==> config.mk <==
export PLATFORM = sky130hd
export DESIGN_NAME = fc_credit_gate_flat
export DESIGN_NICKNAME = d
export VERILOG_FILES = /design/src/rtl/fc_pkg.sv /design/src/rtl/fc_credit_gate_if.sv /design/src/rtl/fc_credit_check.sv /design/src/rtl/fc_credit_gate.sv /design/src/flat_wrapper.sv
export SDC_FILE = /design/constraint.sdc
export NUM_CORES = 1
export LEC_CHECK = 0
export CORE_MARGIN = 3
export CORE_UTILIZATION = 35
export DETAILED_ROUTE_END_ITERATION = 7
export GPL_TIMING_DRIVEN = 0
export HOLD_SLACK_MARGIN = 0.05
export PLACE_DENSITY = 0.49
export SYNTH_ARGS = -nofsm -noshare
export SYNTH_HDL_FRONTEND = slang
export SYNTH_SLANG_ARGS = --single-unit
==> constraint.sdc <==
create_clock -name clk -period 4.77 [get_ports clk]
set_clock_uncertainty 0.05 [all_clocks]
set_input_delay 0.477 -clock clk [delete_from_list [all_inputs] [get_ports clk]]
set_output_delay 0.477 -clock clk [all_outputs]
set_load 0.1 [all_outputs]
==> src/rtl/fc_pkg.sv <==
// Shared types and default widths for the PCIe transmit flow-control gate.
package fc_pkg;

  localparam int unsigned FC_HDR_W       = 8;
  localparam int unsigned FC_DATA_W      = 12;
  localparam int unsigned FC_NUM_CLASSES = 3;

  typedef enum logic [1:0] {
    FC_P   = 2'd0,
    FC_NP  = 2'd1,
    FC_CPL = 2'd2
  } fc_class_e;

  typedef enum logic [1:0] {
    IDLE  = 2'd0,
    EVAL  = 2'd1,
    GRANT = 2'd2,
    WAIT  = 2'd3
  } fc_state_e;

endpackage

==> src/rtl/fc_credit_gate_if.sv <==
// Scheduler/DLL-facing signal bundle of fc_credit_gate.
interface fc_credit_gate_if
  import fc_pkg::*;
#(
  parameter int unsigned HDR_W  = FC_HDR_W,
  parameter int unsigned DATA_W = FC_DATA_W
) ();

  logic              fc_init_done;
  logic              fc_upd_valid;
  logic [1:0]        fc_upd_class;
  logic [HDR_W-1:0]  fc_upd_hdr;
  logic [DATA_W-1:0] fc_upd_data;
  logic              tlp_valid;
  logic [1:0]        tlp_class;
  logic [DATA_W-1:0] tlp_data_cr;
  logic              tlp_grant;
  logic              tlp_blocked;
  logic [HDR_W-1:0]  cc_hdr;

  modport master (
    output fc_init_done, fc_upd_valid, fc_upd_class, fc_upd_hdr, fc_upd_data,
    output tlp_valid, tlp_class, tlp_data_cr,
    input  tlp_grant, tlp_blocked, cc_hdr
  );

  modport slave (
    input  fc_init_done, fc_upd_valid, fc_upd_class, fc_upd_hdr, fc_upd_data,
    input  tlp_valid, tlp_class, tlp_data_cr,
    output tlp_grant, tlp_blocked, cc_hdr
  );

endinterface

==> src/rtl/fc_credit_check.sv <==
// Modular credit test for one field: pass when (cl - (cc + req)) mod 2^W <= 2^(W-1).
module fc_credit_check #(
  parameter int unsigned W = 8
) (
  input  logic [W-1:0] cl,
  input  logic [W-1:0] cc,
  input  logic [W-1:0] req,
  output logic         pass_c
);

  localparam logic [W-1:0] HALF = {1'b1, {(W-1){1'b0}}};

  logic [W-1:0] sum;
  logic [W-1:0] diff;

  assign sum    = cc + req;
  assign diff   = cl - sum;
  assign pass_c = (diff <= HALF);

endmodule

==> src/rtl/fc_credit_gate.sv <==
// PCIe transmit flow-control gate tracking CC/CL for the P, NP and Cpl classes.
// Optional FC_INFINITE_CREDIT_EN: limits that are zero when fc_init_done rises become infinite.
module fc_credit_gate
  import fc_pkg::*;
#(
  parameter int unsigned HDR_W  = FC_HDR_W,
  parameter int unsigned DATA_W = FC_DATA_W
) (
  input  logic             clk,
  input  logic             rst,
  fc_credit_gate_if.slave  bus
);

  localparam int unsigned NC = FC_NUM_CLASSES;

  fc_state_e         state_q, state_d;
  logic [HDR_W-1:0]  cc_h_q [NC];
  logic [HDR_W-1:0]  cc_h_d [NC];
  logic [DATA_W-1:0] cc_d_q [NC];
  logic [DATA_W-1:0] cc_d_d [NC];
  logic [HDR_W-1:0]  cl_h_q [NC];
  logic [HDR_W-1:0]  cl_h_d [NC];
  logic [DATA_W-1:0] cl_d_q [NC];
  logic [DATA_W-1:0] cl_d_d [NC];
  logic              upd_hit_q, upd_hit_d;
  logic              grant_q, grant_d;
  logic              blocked_q, blocked_d;
  logic [HDR_W-1:0]  cc_hdr_q, cc_hdr_d;

  logic              cls_ok;
  logic [HDR_W-1:0]  sel_cc_h, sel_cl_h;
  logic [DATA_W-1:0] sel_cc_d, sel_cl_d;
  logic              sel_inf_h, sel_inf_d;
  logic              hdr_pass_c, data_pass_c, pass_c;
  logic [NC-1:0]     inf_h, inf_d;

`ifdef FC_INFINITE_CREDIT_EN
  logic          init_q, init_d;
  logic [NC-1:0] inf_h_q, inf_h_d, inf_d_q, inf_d_d;

  // Zero limits seen on the rising edge of fc_init_done stay infinite until reset.
  always_comb begin
    init_d  = bus.fc_init_done;
    inf_h_d = inf_h_q;
    inf_d_d = inf_d_q;
    if (bus.fc_init_done && !init_q) begin
      for (int i = 0; i < int'(NC); i++) begin
        if (cl_h_q[i] == '0) inf_h_d[i] = 1'b1;
        if (cl_d_q[i] == '0) inf_d_d[i] = 1'b1;
      end
    end
  end

  always_ff @(posedge clk) begin
    if (rst) begin
      init_q  <= 1'b0;
      inf_h_q <= '0;
      inf_d_q <= '0;
    end else begin
      init_q  <= init_d;
      inf_h_q <= inf_h_d;
      inf_d_q <= inf_d_d;
    end
  end

  assign inf_h = inf_h_q;
  assign inf_d = inf_d_q;
`else
  assign inf_h = '0;
  assign inf_d = '0;
`endif

  // Limit overwrite from UpdateFC and consumed-credit advance on grant.
  always_comb begin
    cc_h_d = cc_h_q;
    cc_d_d = cc_d_q;
    cl_h_d = cl_h_q;
    cl_d_d = cl_d_q;
    for (int i = 0; i < int'(NC); i++) begin
      if (bus.fc_upd_valid && (bus.fc_upd_class == 2'(i))) begin
        if (!inf_h[i]) cl_h_d[i] = bus.fc_upd_hdr;
        if (!inf_d[i]) cl_d_d[i] = bus.fc_upd_data;
      end
      if ((state_q == GRANT) && (bus.tlp_class == 2'(i))) begin
        cc_h_d[i] = cc_h_q[i] + HDR_W'(1);
        cc_d_d[i] = cc_d_q[i] + bus.tlp_data_cr;
      end
    end
  end

  // Counters and limits of the requested class; class 3 never passes.
  always_comb begin
    cls_ok    = 1'b0;
    sel_cc_h  = '0;
    sel_cl_h  = '0;
    sel_cc_d  = '0;
    sel_cl_d  = '0;
    sel_inf_h = 1'b0;
    sel_inf_d = 1'b0;
    for (int i = 0; i < int'(NC); i++) begin
      if (bus.tlp_class == 2'(i)) begin
        cls_ok    = 1'b1;
        sel_cc_h  = cc_h_q[i];
        sel_cl_h  = cl_h_q[i];
        sel_cc_d  = cc_d_q[i];
        sel_cl_d  = cl_d_q[i];
        sel_inf_h = inf_h[i];
        sel_inf_d = inf_d[i];
      end
    end
  end

  fc_credit_check #(.W(HDR_W)) u_hdr_chk (
    .cl     (sel_cl_h),
    .cc     (sel_cc_h),
    .req    (HDR_W'(1)),
    .pass_c (hdr_pass_c)
  );

  fc_credit_check #(.W(DATA_W)) u_data_chk (
    .cl     (sel_cl_d),
    .cc     (sel_cc_d),
    .req    (bus.tlp_data_cr),
    .pass_c (data_pass_c)
  );

  assign pass_c = cls_ok && (hdr_pass_c || sel_inf_h) && (data_pass_c || sel_inf_d);

  // An update colliding with EVAL is remembered so the resulting WAIT re-evaluates.
  always_comb begin
    upd_hit_d = bus.fc_upd_valid && (bus.fc_upd_class == bus.tlp_class);
    state_d   = state_q;
    case (state_q)
      IDLE:    if (bus.tlp_valid && bus.fc_init_done) state_d = EVAL;
      EVAL:    if (!bus.tlp_valid)                    state_d = IDLE;
               else if (pass_c)                       state_d = GRANT;
               else                                   state_d = WAIT;
      GRANT:                                          state_d = IDLE;
      WAIT:    if (!bus.tlp_valid)                    state_d = IDLE;
               else if (upd_hit_d || upd_hit_q)       state_d = EVAL;
      default:                                        state_d = IDLE;
    endcase
  end

  // Registered outputs follow the next state so they align with GRANT/WAIT.
  always_comb begin
    grant_d   = (state_d == GRANT);
    blocked_d = (state_d == WAIT);
    cc_hdr_d  = '0;
    for (int i = 0; i < int'(NC); i++) begin
      if (bus.tlp_class == 2'(i)) cc_hdr_d = cc_h_d[i];
    end
  end

  always_ff @(posedge clk) begin
    if (rst) begin
      state_q   <= IDLE;
      cc_h_q    <= '{default: '0};
      cc_d_q    <= '{default: '0};
      cl_h_q    <= '{default: '0};
      cl_d_q    <= '{default: '0};
      upd_hit_q <= 1'b0;
      grant_q   <= 1'b0;
      blocked_q <= 1'b0;
      cc_hdr_q  <= '0;
    end else begin
      state_q   <= state_d;
      cc_h_q    <= cc_h_d;
      cc_d_q    <= cc_d_d;
      cl_h_q    <= cl_h_d;
      cl_d_q    <= cl_d_d;
      upd_hit_q <= upd_hit_d;
      grant_q   <= grant_d;
      blocked_q <= blocked_d;
      cc_hdr_q  <= cc_hdr_d;
    end
  end

  assign bus.tlp_grant   = grant_q;
  assign bus.tlp_blocked = blocked_q;
  assign bus.cc_hdr      = cc_hdr_q;

endmodule

==> src/flat_wrapper.sv <==
// flat-port wrapper written by rule: the top's interface ports become plain ports
module fc_credit_gate_flat import fc_pkg::*;
#(
  parameter int unsigned HDR_W  = FC_HDR_W,
  parameter int unsigned DATA_W = FC_DATA_W
)
  (clk, rst, bus_fc_init_done, bus_fc_upd_valid, bus_fc_upd_class, bus_fc_upd_hdr, bus_fc_upd_data, bus_tlp_valid, bus_tlp_class, bus_tlp_data_cr, bus_tlp_grant, bus_tlp_blocked, bus_cc_hdr);
  fc_credit_gate_if #(.HDR_W(HDR_W), .DATA_W(DATA_W)) bus_i ();
  input  logic clk;
  input  logic rst;
  input wire logic [$bits(bus_i.fc_init_done)-1:0] bus_fc_init_done;
  input wire logic [$bits(bus_i.fc_upd_valid)-1:0] bus_fc_upd_valid;
  input wire logic [$bits(bus_i.fc_upd_class)-1:0] bus_fc_upd_class;
  input wire logic [$bits(bus_i.fc_upd_hdr)-1:0] bus_fc_upd_hdr;
  input wire logic [$bits(bus_i.fc_upd_data)-1:0] bus_fc_upd_data;
  input wire logic [$bits(bus_i.tlp_valid)-1:0] bus_tlp_valid;
  input wire logic [$bits(bus_i.tlp_class)-1:0] bus_tlp_class;
  input wire logic [$bits(bus_i.tlp_data_cr)-1:0] bus_tlp_data_cr;
  output wire logic [$bits(bus_i.tlp_grant)-1:0] bus_tlp_grant;
  output wire logic [$bits(bus_i.tlp_blocked)-1:0] bus_tlp_blocked;
  output wire logic [$bits(bus_i.cc_hdr)-1:0] bus_cc_hdr;
  assign bus_i.fc_init_done = bus_fc_init_done;
  assign bus_i.fc_upd_valid = bus_fc_upd_valid;
  assign bus_i.fc_upd_class = bus_fc_upd_class;
  assign bus_i.fc_upd_hdr = bus_fc_upd_hdr;
  assign bus_i.fc_upd_data = bus_fc_upd_data;
  assign bus_i.tlp_valid = bus_tlp_valid;
  assign bus_i.tlp_class = bus_tlp_class;
  assign bus_i.tlp_data_cr = bus_tlp_data_cr;
  assign bus_tlp_grant = bus_i.tlp_grant;
  assign bus_tlp_blocked = bus_i.tlp_blocked;
  assign bus_cc_hdr = bus_i.cc_hdr;
  fc_credit_gate #(.HDR_W(HDR_W), .DATA_W(DATA_W)) u_core (.clk(clk), .rst(rst), .bus(bus_i));
endmodule
==> impl_metrics.tcl <==
set metrics [dict create \
    final_core_util 0.4270 \
    synth_nets 1170 \
    synth_top_area_cell "dfxtp_1" \
    io_pins 51 \
    synth-adder-area-share 0.1170 \
    firstDrtPassIters 5 \
    die_w_um 160.3 \
    netlist.area_leader.share 0.3193 \
    io_buffers 49 \
    numCtsBuffers 17 \
    row_count 55 \
    drt_iter0_markers 446 \
    drive_above_1_share 0.05877 \
    synth_enable_flop_cells 0 \
    holdBufCountCts 0 \
    ys_top_cells_by_count "nand2_1, a21oi_1, dfxtp_1, nor2_1, ha_1" \
    die_area_um2 25710 \
    synth_top_family_by_area "simple AND/OR/NAND/NOR gates" \
    die_y_um 160.3 \
    coreArea_um2 23050 \
    max_cap_violations 0 \
    post-cts-setup-buffer-count 0 \
    timing.hold.ws_ns 0.4018 \
    timing.final.crit_period_ns 4.325 \
    hold_violations 0 \
    first_global_vias 7161 \
    wl_per_cell_um 18.49 \
    ys_types 61 \
    ys_seq_area_frac 0.3193 \
    yosysMostFrequentCell "nand2_1" \
    dpl.hpwl_um 20320 \
    synth_warnings 0 \
    synth_area_um2 8338 \
    vias_per_cell 5.224 \
    crit_type "input pin to register" \
    finalSetupViolCount 0 \
    initial_utilization 0.3617 \
    areaGrowthSynthToFinish_pct 18.05 \
    wirelength_um 26870 \
    cts_resized 10 \
    ir_drop_uv 184.9 \
    regArea_um2 2663 \
    critPathLaunchType "input pin" \
    cp.arrival_ns 4.57 \
    cts-root-buf "clkbuf_16" \
    synth_simple_gate_area_share 0.2275 \
    final_nets 1237 \
    required_ns 5.02 \
    yosys-top-cells-area "dfxtp_1, nand2_1, a21oi_1" \
    clock_sinks 133 \
    rsz0062_at_grt "no" \
    synth_flop_cell "dfxtp_1" \
    multi_input_area_um2 5309 \
    period_share 0.9066 \
    p_leak_nw 3.774 \
    insertion_delay_ns 0.42 \
    pwr_density_cell_nw_per_um2 290.6 \
    antenna_found_initial 1 \
    synth_compound_area_frac 0.1844 \
    gr-total-overflow 0 \
    cts_max_path_buffers 2 \
    drc_errors 0 \
    htreeDepth 4 \
    ant_nets 0 \
    relSlewSlack 0.3470 \
    grt_pass1_wl_um 41720 \
    routabilityCongestion 0.8652 \
    antenna_cells 0 \
    finalMaxSlewViolations 0 \
    avgSynthCellArea_um2 7.866 \
    grt_util_all_layers 0.2088 \
    path_clk_slew_ns 0.06 \
    hp-class "register to register" \
    grt_max_degree 20 \
    num_vias 7590 \
    clock.fmax_mhz 231.2 \
    cts_tree "yes" \
    status "finished, final reports clean" \
    cp_max_fo 10 \
    fillers 2393 \
    worstMarginPinSlew_ns 0.9765 \
    netlist_instances 1060 \
    synthXorXnorAreaFrac 0.04937 \
    ys_ff_latch 133 \
    async_reset_ff_frac 0 \
    synth_mux_area_frac 0.05837 \
    cp-end-kind "register" \
]
final cells by class:
cell class	instances	area share
plain buffers	53	0.02568
clock buffers	23	0.05059
clock inverters	9	0.009279
inverters	38	0.01449
multi-input cells	835	0.5393
flip-flops and latches	133	0.2705
well taps	313	0.03979
repair buffers	49	0.05034
stage by stage:
stage	instance area (um2)	total power [W]	TNS [ns]	setup WS (ns)	std cells
floorplan	8338	0.001410	0	0.8102	1060
global placement	9220	0.001554	-3.603	-1.235	1422
detailed placement	9220	0.001554	-3.557	-1.222	1422
CTS	9827	0.002878	0	0.01095	1453
global route	9843	0.002973	0	0.2004	1453
finish	9843	0.002861	0	0.4455	1453
layout by cell type (no fill, tap or decap), types with 6 or more instances in the layout:
| cell type | count |
|---|---|
| nand2_1 | 203 |
| a21oi_1 | 137 |
| dfxtp_1 | 133 |
| nor2_1 | 69 |
| ha_1 | 54 |
| o21ai_0 | 48 |
| clkdlybuf4s50_1 | 47 |
| mux2i_1 | 43 |
| inv_1 | 38 |
| clkbuf_1 | 32 |
| nand3_1 | 27 |
| nor3_1 | 25 |
| xnor2_1 | 24 |
| xor2_1 | 23 |
| clkbuf_16 | 17 |
| fa_1 | 15 |
| nor2b_1 | 14 |
| o21a_1 | 14 |
| nand3b_1 | 11 |
| a211oi_1 | 11 |
| or3_1 | 10 |
| a31oi_1 | 7 |
| a21o_1 | 7 |
| and3_1 | 7 |
| clkbuf_8 | 6 |
| buf_1 | 6 |
| and2_1 | 6 |
kinds of logic (layout without fill, tap and decap cells):
| logic type | after synthesis | after routing |
|---|---|---|
| buffers and inverters | 92 | 172 |
| AOI/OAI and AO/OA | 261 | 261 |
| and+or+nand+nor | 410 | 410 |
| muxes | 48 | 48 |
| xor gates and xnor gates | 47 | 47 |
| adders and majority gates | 69 | 69 |
| DFF | 133 | 133 |
per-layer routing:
metal  vias to the layer above  track usage  part of all wire
met5                         -            0                 0
met4                         0      0.04458             0.011
met3                        16      0.02940             0.036
met2                       131       0.3353              0.45
met1                      3612       0.2992              0.50
li1                       3831            -                 -
critical path, stage by stage:
cell	delay (ns)
dlymetal6s2s_1	0.27
buf_6	0.22
buf_2	0.24
buf_1	0.57
nor2_1	0.10
a21oi_1	0.25
fa_1	0.45
inv_1	0.06
ha_1	0.28
and4_1	0.24
a221oi_1	0.29
o21ai_1	0.21
a211oi_1	0.30
xnor2_1	0.12
a41o_1	0.27
and3_1	0.21
worst paths after layout:
kind | startpoint | endpoint | slack, ns | depth (start not counted)
min | u_core.cl_d_q[35] | u_core.cl_d_q[35] | 0.40 | 2
max | bus_tlp_class[0] | u_core.bus.tlp_grant | 0.45 | 16
min reg2reg | u_core.cl_d_q[35] | u_core.cl_d_q[35] | 0.40 | 2
max reg2reg | u_core.cc_d_q[26] | u_core.bus.tlp_grant | 1.37 | 12
power breakdown:
group	leakage [nW]	switching, W	internal [W]
logic	2.41	0.000236	0.000155
registers	1.08	0.0000115	0.00113
clock network	0.291	0.000535	0.000793
sequential cells by signal (all words and copies together) (netlist names):
signal                  cells
u_core.bus.tlp_grant        1
u_core.bus.tlp_blocked      1
u_core.cl_h_q              24
u_core.cc_d_q              36
u_core.upd_hit_q            1
u_core.state_q              2
u_core.cc_h_q              24
u_core.cl_d_q              36
u_core.bus.cc_hdr           8
No activity file was read; power rests on OpenSTA's default activity.
